## src/rtl/fir_output_reader.sv

```systemverilog
// FIR output consumer: decimate, round, saturate, then buffer in a
// first-word-fall-through FIFO that drains over valid/ready.
module fir_output_reader #(
  parameter int IN_W  = 32,
  parameter int OUT_W = 16,
  parameter int SHIFT = 15,
  parameter int DECIM = 1,
  parameter int DEPTH = 4
) (
  input  logic                     CLK,
  input  logic                     rst,
  input  logic [IN_W-1:0]          in_data,
  input  logic                     in_valid,
  output logic [OUT_W-1:0]         out_data,
  output logic                     out_valid,
  input  logic                     out_ready,
  output logic [$clog2(DEPTH):0]   count,
  output logic                     overflow
);

  localparam int AW = $clog2(DEPTH);
  localparam int CW = AW + 1;
  localparam int DW = (DECIM > 1) ? $clog2(DECIM) : 1;
  localparam int RS = (SHIFT > 0) ? SHIFT - 1 : 0;

  localparam logic [DW-1:0] DLAST = DW'(DECIM - 1);
  localparam logic [CW-1:0] FULLC = CW'(DEPTH);

  localparam logic signed [IN_W:0] RND =
    (SHIFT == 0) ? '0 : ((IN_W+1)'(1) << RS);
  localparam logic signed [IN_W:0] MAXV =
    {{(IN_W-OUT_W+2){1'b0}}, {(OUT_W-1){1'b1}}};
  localparam logic signed [IN_W:0] MINV = ~MAXV;

  logic [DW-1:0]          dcnt;
  logic                   accept;
  logic signed [IN_W:0]   ext;
  logic signed [IN_W:0]   rnd_sum;
  logic signed [IN_W:0]   shifted;
  logic [OUT_W-1:0]       scaled;
  logic                   stage_valid;
  logic [OUT_W-1:0]       stage_data;
  logic [OUT_W-1:0]       mem [DEPTH];
  logic [AW-1:0]          wr_ptr;
  logic [AW-1:0]          rd_ptr;
  logic                   full;
  logic                   push;
  logic                   pop;
  logic                   drop;

  assign accept = in_valid && (dcnt == '0);

  // Round half toward +inf, shift, then clamp into the output range.
  always_comb begin
    ext     = $signed({in_data[IN_W-1], in_data});
    rnd_sum = ext + RND;
    shifted = rnd_sum >>> SHIFT;
    scaled  = shifted[OUT_W-1:0];
    if (shifted > MAXV) begin
      scaled = MAXV[OUT_W-1:0];
    end else if (shifted < MINV) begin
      scaled = MINV[OUT_W-1:0];
    end
  end

  // Decimation phase counter, advanced by every valid input.
  always_ff @(posedge CLK or posedge rst) begin
    if (rst) begin
      dcnt <= '0;
    end else if (in_valid) begin
      dcnt <= (dcnt == DLAST) ? '0 : dcnt + 1'b1;
    end
  end

  // Stage register holding the scaled accepted sample.
  always_ff @(posedge CLK or posedge rst) begin
    if (rst) begin
      stage_valid <= 1'b0;
      stage_data  <= '0;
    end else begin
      stage_valid <= accept;
      if (accept) begin
        stage_data <= scaled;
      end
    end
  end

  assign full      = (count == FULLC);
  assign out_valid = (count != '0);
  assign pop       = out_valid && out_ready;
  assign push      = stage_valid && (!full || pop);
  assign drop      = stage_valid && full && !pop;
  assign out_data  = mem[rd_ptr];

  // FIFO storage and write pointer.
  always_ff @(posedge CLK or posedge rst) begin
    if (rst) begin
      for (int i = 0; i < DEPTH; i++) begin
        mem[i] <= '0;
      end
      wr_ptr <= '0;
    end else if (push) begin
      mem[wr_ptr] <= stage_data;
      wr_ptr      <= wr_ptr + 1'b1;
    end
  end

  // Read pointer, occupancy and sticky drop flag.
  always_ff @(posedge CLK or posedge rst) begin
    if (rst) begin
      rd_ptr   <= '0;
      count    <= '0;
      overflow <= 1'b0;
    end else begin
      if (pop) begin
        rd_ptr <= rd_ptr + 1'b1;
      end
      case ({push, pop})
        2'b10:   count <= count + 1'b1;
        2'b01:   count <= count - 1'b1;
        default: count <= count;
      endcase
      if (drop) begin
        overflow <= 1'b1;
      end
    end
  end

endmodule

```

## config.mk

```make
export PLATFORM = sky130hd
export DESIGN_NAME = fir_output_reader
export DESIGN_NICKNAME = d
export VERILOG_FILES = /design/src/rtl/fir_output_reader.sv
export SDC_FILE = /design/constraint.sdc
export NUM_CORES = 1
export LEC_CHECK = 0
export CELL_PAD_IN_SITES_DETAIL_PLACEMENT = 0
export CELL_PAD_IN_SITES_GLOBAL_PLACEMENT = 2
export CORE_UTILIZATION = 35
export CTS_BUF_LIST = sky130_fd_sc_hd__clkbuf_8 sky130_fd_sc_hd__clkbuf_16
export DETAILED_ROUTE_END_ITERATION = 10
export GPL_TIMING_DRIVEN = 1
export MAX_ROUTING_LAYER = met4
export PLACE_DENSITY = 0.84
export SYNTH_ARGS = -nofsm -noshare
export SYNTH_HDL_FRONTEND = slang
export SYNTH_SLANG_ARGS = --single-unit
```

## constraint.sdc

```tcl
create_clock -name CLK -period 4.32 [get_ports CLK]
set_input_delay 0.432 -clock CLK [delete_from_list [all_inputs] [get_ports CLK]]
set_output_delay 0.432 -clock CLK [all_outputs]
set_load 0.02 [all_outputs]
```

==> results of run 1 <==
registers in the layout, indices dropped and copies added (netlist names):
| register | count |
|---|---|
| count | 3 |
| mem | 64 |
| stage_valid | 1 |
| rd_ptr | 2 |
| stage_data | 16 |
| overflow | 1 |
| wr_ptr | 2 |
kinds of logic after synthesis:
family          Yosys count
compound gates           37
xor+xnor                 19
fa+ha+maj                 7
buf+inv                  26
flops                    89
mux                      82
simple gates             41
worst max-delay path by stage:
stage,start,to,slack (ns),cells past startpoint
after floorplan,rst,count[0],1.58,1
after global placement,out_ready,count[2],1.54,10
after detailed placement,out_ready,count[2],1.51,10
after CTS,rd_ptr[1],out_data[12],1.62,2
after global routing,rd_ptr[1],out_data[12],1.56,2
final,rd_ptr[1],out_data[11],1.66,2
Yosys cell counts (5+ instances only):
cell	number	area share
nor2_1	5	0.0044
xnor2_1	15	0.031
dfrtp_1	89	0.52
buf_4	5	0.0087
nand2_1	6	0.0052
a21oi_1	13	0.015
mux4_2	16	0.084
mux2_2	65	0.17
o22a_1	14	0.028
inv_1	12	0.010
ha_1	6	0.017
layout by cell type, fill, tap and decap left out, types with 5 or more instances in the layout:
cell             netlist  routed
inv_1                 12      14
nor2_1                 5       5
mux2_2                65      65
xnor2_1               15      15
clkdlybuf4s50_1        0      42
ha_1                   6       6
mux4_2                16      16
o22a_1                14      14
clkbuf_16              0       9
a21oi_1               13      13
nand2_1                6       6
dfrtp_1               89      89
power groups by stage:
stage               Combinational (mW)  Sequential (mW)  Clock, mW
floorplan                         1.13             1.36          0
detailed placement                1.62             1.44          0
global placement                  1.58             1.41          0
finish                            1.59             1.42      0.753
CTS                               1.62             1.43      0.767
global route                      1.71             1.48      0.799
stage by stage:
step	worst slack [ns]	cell area (sq um)	power [mW]
6_report	1.660	5122	3.763
5_1_grt	1.565	5122	3.983
4_1_cts	1.619	5122	3.816
3_5_place_dp	1.505	4832	3.059
3_3_place_gp	1.541	4832	2.997
2_1_floorplan	1.581	4305	2.482
cell type report:
class,count,share of cell area
flip-flops and latches,89,0.4348
multi-input cells,186,0.3786
repair buffers,44,0.08500
clock buffers,10,0.04665
well taps,147,0.03591
clock inverters,6,0.01001
inverters,12,0.009038
layer usage:
metal,track usage,vias to the layer above,wire (um)
li1,-,1188,-
met1,0.1838,1301,3852
met2,0.2239,46,3826
met3,0.02839,10,264
met4,0.04211,0,103
met5,-,-,0
==> flow_summary.ini, run 1 <==
[clock_network]
htree_levels = 3
clock_sinks = 89
cts_buffers = 9
clk_pin_slew_worst_paths_ns = 0.06
cts_resized = 0
holdBufCountCts = 0
cts.path.max_buffers = 2
root_buffer = clkbuf_16
post_cts_buffers = 0
cts_tree = yes
worstSkewPairLatency_ns = 0.33

[setup_path]
ff2ff_setup_slack_ns = 1.95
crit_fanout = 17
r2r-end = count[2]
crit_path_end_kind = primary output
cpPeakStageDelay_ns = 0.89
cp_slowest_cell = dfrtp_1
worst_ep_required_time_ns = 3.89
crit_path_start_kind = flop
cpLargestDelayFamily = flip-flops
setup.worst_path.class = reg2out
worstReg2RegStart = count[0]
reg2regPathDepth = 9
critPathArrivalTime_ns = 2.23
critical_path_buf_inv_count = 1
crit_chain = mux4_2 -> clkdlybuf4s50_1

[global_route]
grt_max_degree = 49
overflow = 0
grt.total_usage = 0.1410
grt_pass1_vias = 2579
antenna_found_initial = 0
grt_pass1_wl_mm = 13.42

[routing]
wl_mm = 8.046
route.detailed.drc = 0
ant_nets = 0
detail_route.iter0.violations = 155
wl_per_cell_um = 16.29
via_per_inst = 5.152
firstDrtPassIters = 4
via_count = 2545

[synthesis]
synth_edf_count = 0
synth-async-reset-ratio = 1.000
ys.flop_type = dfrtp_1
synth_area_sq_um = 4305
synth_seq_cells = 89
yosys.area_share.simple = 0.06713
synth_mux_area_frac = 0.2560
synth-compound-area-share = 0.06655
syn_avg_cell_area_sq_um = 14.30
synth_top_family_by_area = multiplexers
syn_inst = 301
yosys_warnings = 0
synthXorXnorAreaFrac = 0.03865
ys_types = 43
synthesis.nets = 344
synthAdderAreaFrac = 0.02209
yosysSeqAreaShare = 0.5173

[pwr]
p_per_area_nw_per_um2 = 734.7
p_sw_frac = 0.3165
power.switching_mw = 1.191
ir_drop_mv = 0.2411
power.share.combinational = 0.422
seq_power_share = 0.378
clkPwrFrac = 0.200
p_int_mw = 2.572
p_leak_nw = 2.038

[placed_design]
dpl.hpwl_mm = 5.478
globalplace.congestion = 0.7196
port_buffers = 42
dpl.cell_count = 478

[final_layout]
drive_above_1_share = 0.3314
multi_input_area_sq_um = 1939
diodes = 0
utilization = 0.4265
layout.cells.non_filler = 494
nets = 385
regArea_sq_um = 2227
fillers = 1143
area_growth_pct = 18.98

[timing]
fin_tns_setup_ns = 0
post-route-min-period_ns = 2.660
skew_ns = 0.008025
hold_violations = 0
rsz0062_at_grt = no
hold_ws_ns = 0.4648
fmax_mhz = 376.0
finalSetupViolations = 0
slew_headroom = 0.4384
slew_violations = 0
fin_crit_sh = 0.6157
tightest_slew_ns = 0.8424

[floorplanning]
pin_count = 57
row_count = 40
die-width_um = 112.9
die-area_sq_um = 12750
start_util = 0.3584
core_area_sq_um = 12010
die_y_um = 112.9

[min_path]
holdPathEnd = overflow
hp-start = stage_valid
min_path_type = reg2reg
holdPathStages = 1

[run_status]
status = finished, final reports clean

[run]
cap_violations = 0
No activity file was read; power rests on OpenSTA's default activity.
==> inputs of run 2 (changes only) <==
- clock period: 4.32 -> 2.5 ns (I/O delays scaled with it)
==> run 2 against run 1 <==
  * Flip-flop and latch count unchanged
  * Register-to-register slack worse by 1.6 ns
  * Die area unchanged
  * Final cell count up 2.4%
  * Sequential power up 70%
  * Clock power up 81%
  * Cell area up 3.4%
  * Sequential share of layout area down 1.4 points
  * Via count up 0.24%
  * Core utilization up 1.4 points
  * Power up 78%
  * Hold slack worse by 0.15 ns
  * Critical endpoint is now out_data[0]
  * Largest cell class unchanged
  * Highest routed layer unchanged
==> flow_summary.ini, run 2 (synthesized netlist as in run 1, its figures left out) <==
[final_layout]
largestRegisters = mem: 64 flops, stage_data: 16 flops, count: 3 flops
nets = 397
multi_input_area_sq_um = 1939
diodes = 0
layout_common_cells = dfrtp_1 (89), mux2_2 (65), clkdlybuf4s50_1 (42)
layout_commonest_cell = dfrtp_1
finalInstanceArea_sq_um = 5296
drive_above_1_share = 0.3565
regArea_sq_um = 2227
largest_reg_flops = 64
area_growth_pct = 23.02
largest_register = mem
fillers = 1127

[global_route]
grt.total_usage = 0.1465
grt_max_degree = 48
overflow = 0
grt_pass1_wl_mm = 13.94
grt_pass1_vias = 2721
antenna_found_initial = 0

[clock_network]
cts.path.max_buffers = 2
worstSkewPairLatency_ns = 0.33
clk_pin_slew_worst_paths_ns = 0.06
holdBufCountCts = 0
clock_sinks = 89
htree_levels = 3
cts_tree = yes
cts_resized = 0
post_cts_buffers = 0
cts_buffers = 9
root_buffer = clkbuf_16

[pwr]
p_int_mw = 4.607
ir_drop_mv = 0.3836
p_leak_nw = 2.121
power.switching_mw = 2.083
power.share.combinational = 0.436
p_sw_frac = 0.3113
seq_power_share = 0.361
clkPwrFrac = 0.203
p_per_area_nw_per_um2 = 1263

[floorplanning]
core_area_sq_um = 12010
start_util = 0.3584
die_y_um = 112.9
row_count = 40
die-area_sq_um = 12750
pin_count = 57
die-width_um = 112.9

[timing]
rsz0062_at_grt = no
tightest_slew_ns = 0.5630
hold_violations = 0
fmax_mhz = 442.0
post-route-min-period_ns = 2.263
slew_headroom = 0.6224
fin_tns_setup_ns = 0
skew_ns = 0.004500
slew_violations = 0
finalSetupViolations = 0
fin_crit_sh = 0.9051

[routing]
detail_route.iter0.violations = 107
route.detailed.drc = 0
wl_per_cell_um = 16.19
wl_mm = 8.193
via_count = 2551
firstDrtPassIters = 4
ant_nets = 0
via_per_inst = 5.042

[run]
cap_violations = 0

[setup_path]
crit_chain = buf_12 -> mux4_2 -> clkdlybuf4s50_1
cpLargestDelayFamily = buffers and inverters
critical_path_buf_inv_count = 2
cp_slowest_cell = clkdlybuf4s50_1
critPathArrivalTime_ns = 2.01
worst_ep_required_time_ns = 2.25
setup.worst_path.class = reg2out
crit_path_end_kind = primary output
crit_path_start_kind = flop
cpPeakStageDelay_ns = 0.56
crit_fanout = 18

[placed_design]
port_buffers = 42
placed_cell_area_sq_um = 4987
dpl.hpwl_mm = 5.970
globalplace.congestion = 0.7537

[run_status]
status = finished, final reports clean

[min_path]
min_path_type = in2async
## run 2: changes by cell type in the layout (fill, tap and decap cells not counted)
| cell | previous run | this run |
|---|---|---|
| buf_12 | 0 | 5 |
| inv_1 | 14 | 13 |
| clkbuf_8 | 1 | 3 |
| buf_4 | 2 | 9 |
| clkinvlp_4 | 0 | 1 |
| clkinv_2 | 3 | 1 |
## run 2: worst register-to-register path, delay by kind of cell, from the launching register on
family | cells | cell delay (ns)
DFF | 1 | 0.43
adders and majority gates | 2 | 0.54
and+or+nand+nor | 3 | 0.69
buffers and inverters | 2 | 0.14
xor gates and xnor gates | 2 | 0.31
## run 2: path summary, 6_finish.rpt
check / start / endpoint / slack (ns) / cells after the start
hold reg to reg: overflow / overflow / 0.46 / 1
min in group CLK: overflow / overflow / 0.46 / 1
setup reg to reg: count[0] / count[2] / 0.34 / 9
setup / recovery: rd_ptr[0] / out_data[0] / 0.24 / 3
hold / removal: rst / mem[43] / 0.32 / 2
max in group asynchronous: rst / mem[32] / 1.57 / 3
## run 2: cell type report
| class | count | share of cell area |
|---|---|---|
| sequential | 89 | 0.4205 |
| clock buffer | 12 | 0.05032 |
| tap | 147 | 0.03473 |
| clock inverter | 4 | 0.008032 |
| inverter | 12 | 0.009213 |
| multi-input combinational | 186 | 0.3662 |
| timing repair buffer | 56 | 0.1110 |
## run 2: stage by stage
stage | power [mW] | worst slack (ns) | hold WS (ns) | util | cells
floorplan | 4.289 | 0.3181 | 0.2814 | - | 301
global placement | 5.307 | 0.1034 | 0.4467 | 0.4152 | 490
detailed placement | 5.413 | 0.1033 | 0.4503 | 0.4152 | 490
CTS | 6.790 | 0.1930 | 0.3279 | 0.4409 | 506
global route | 7.078 | 0.1620 | 0.3783 | 0.4409 | 506
finish | 6.690 | 0.2373 | 0.3186 | 0.4409 | 506
## run 2: per-layer routing
layer  share of wire  GRT usage  vias to the layer above
li1                -          -                     1213
met1            0.46     0.1840                     1289
met2            0.49     0.2370                       41
met3           0.032    0.02410                        8
met4           0.016    0.06053                        0
met5               0          -                        -
## run 2: power by group through the flow
stage	clock network (mW)	logic [mW]	registers, mW
finish	1.36	2.92	2.41
global route	1.45	3.14	2.50
CTS	1.39	2.98	2.42
detailed placement	0	2.97	2.44
global placement	0	2.92	2.38
floorplan	0	1.94	2.34
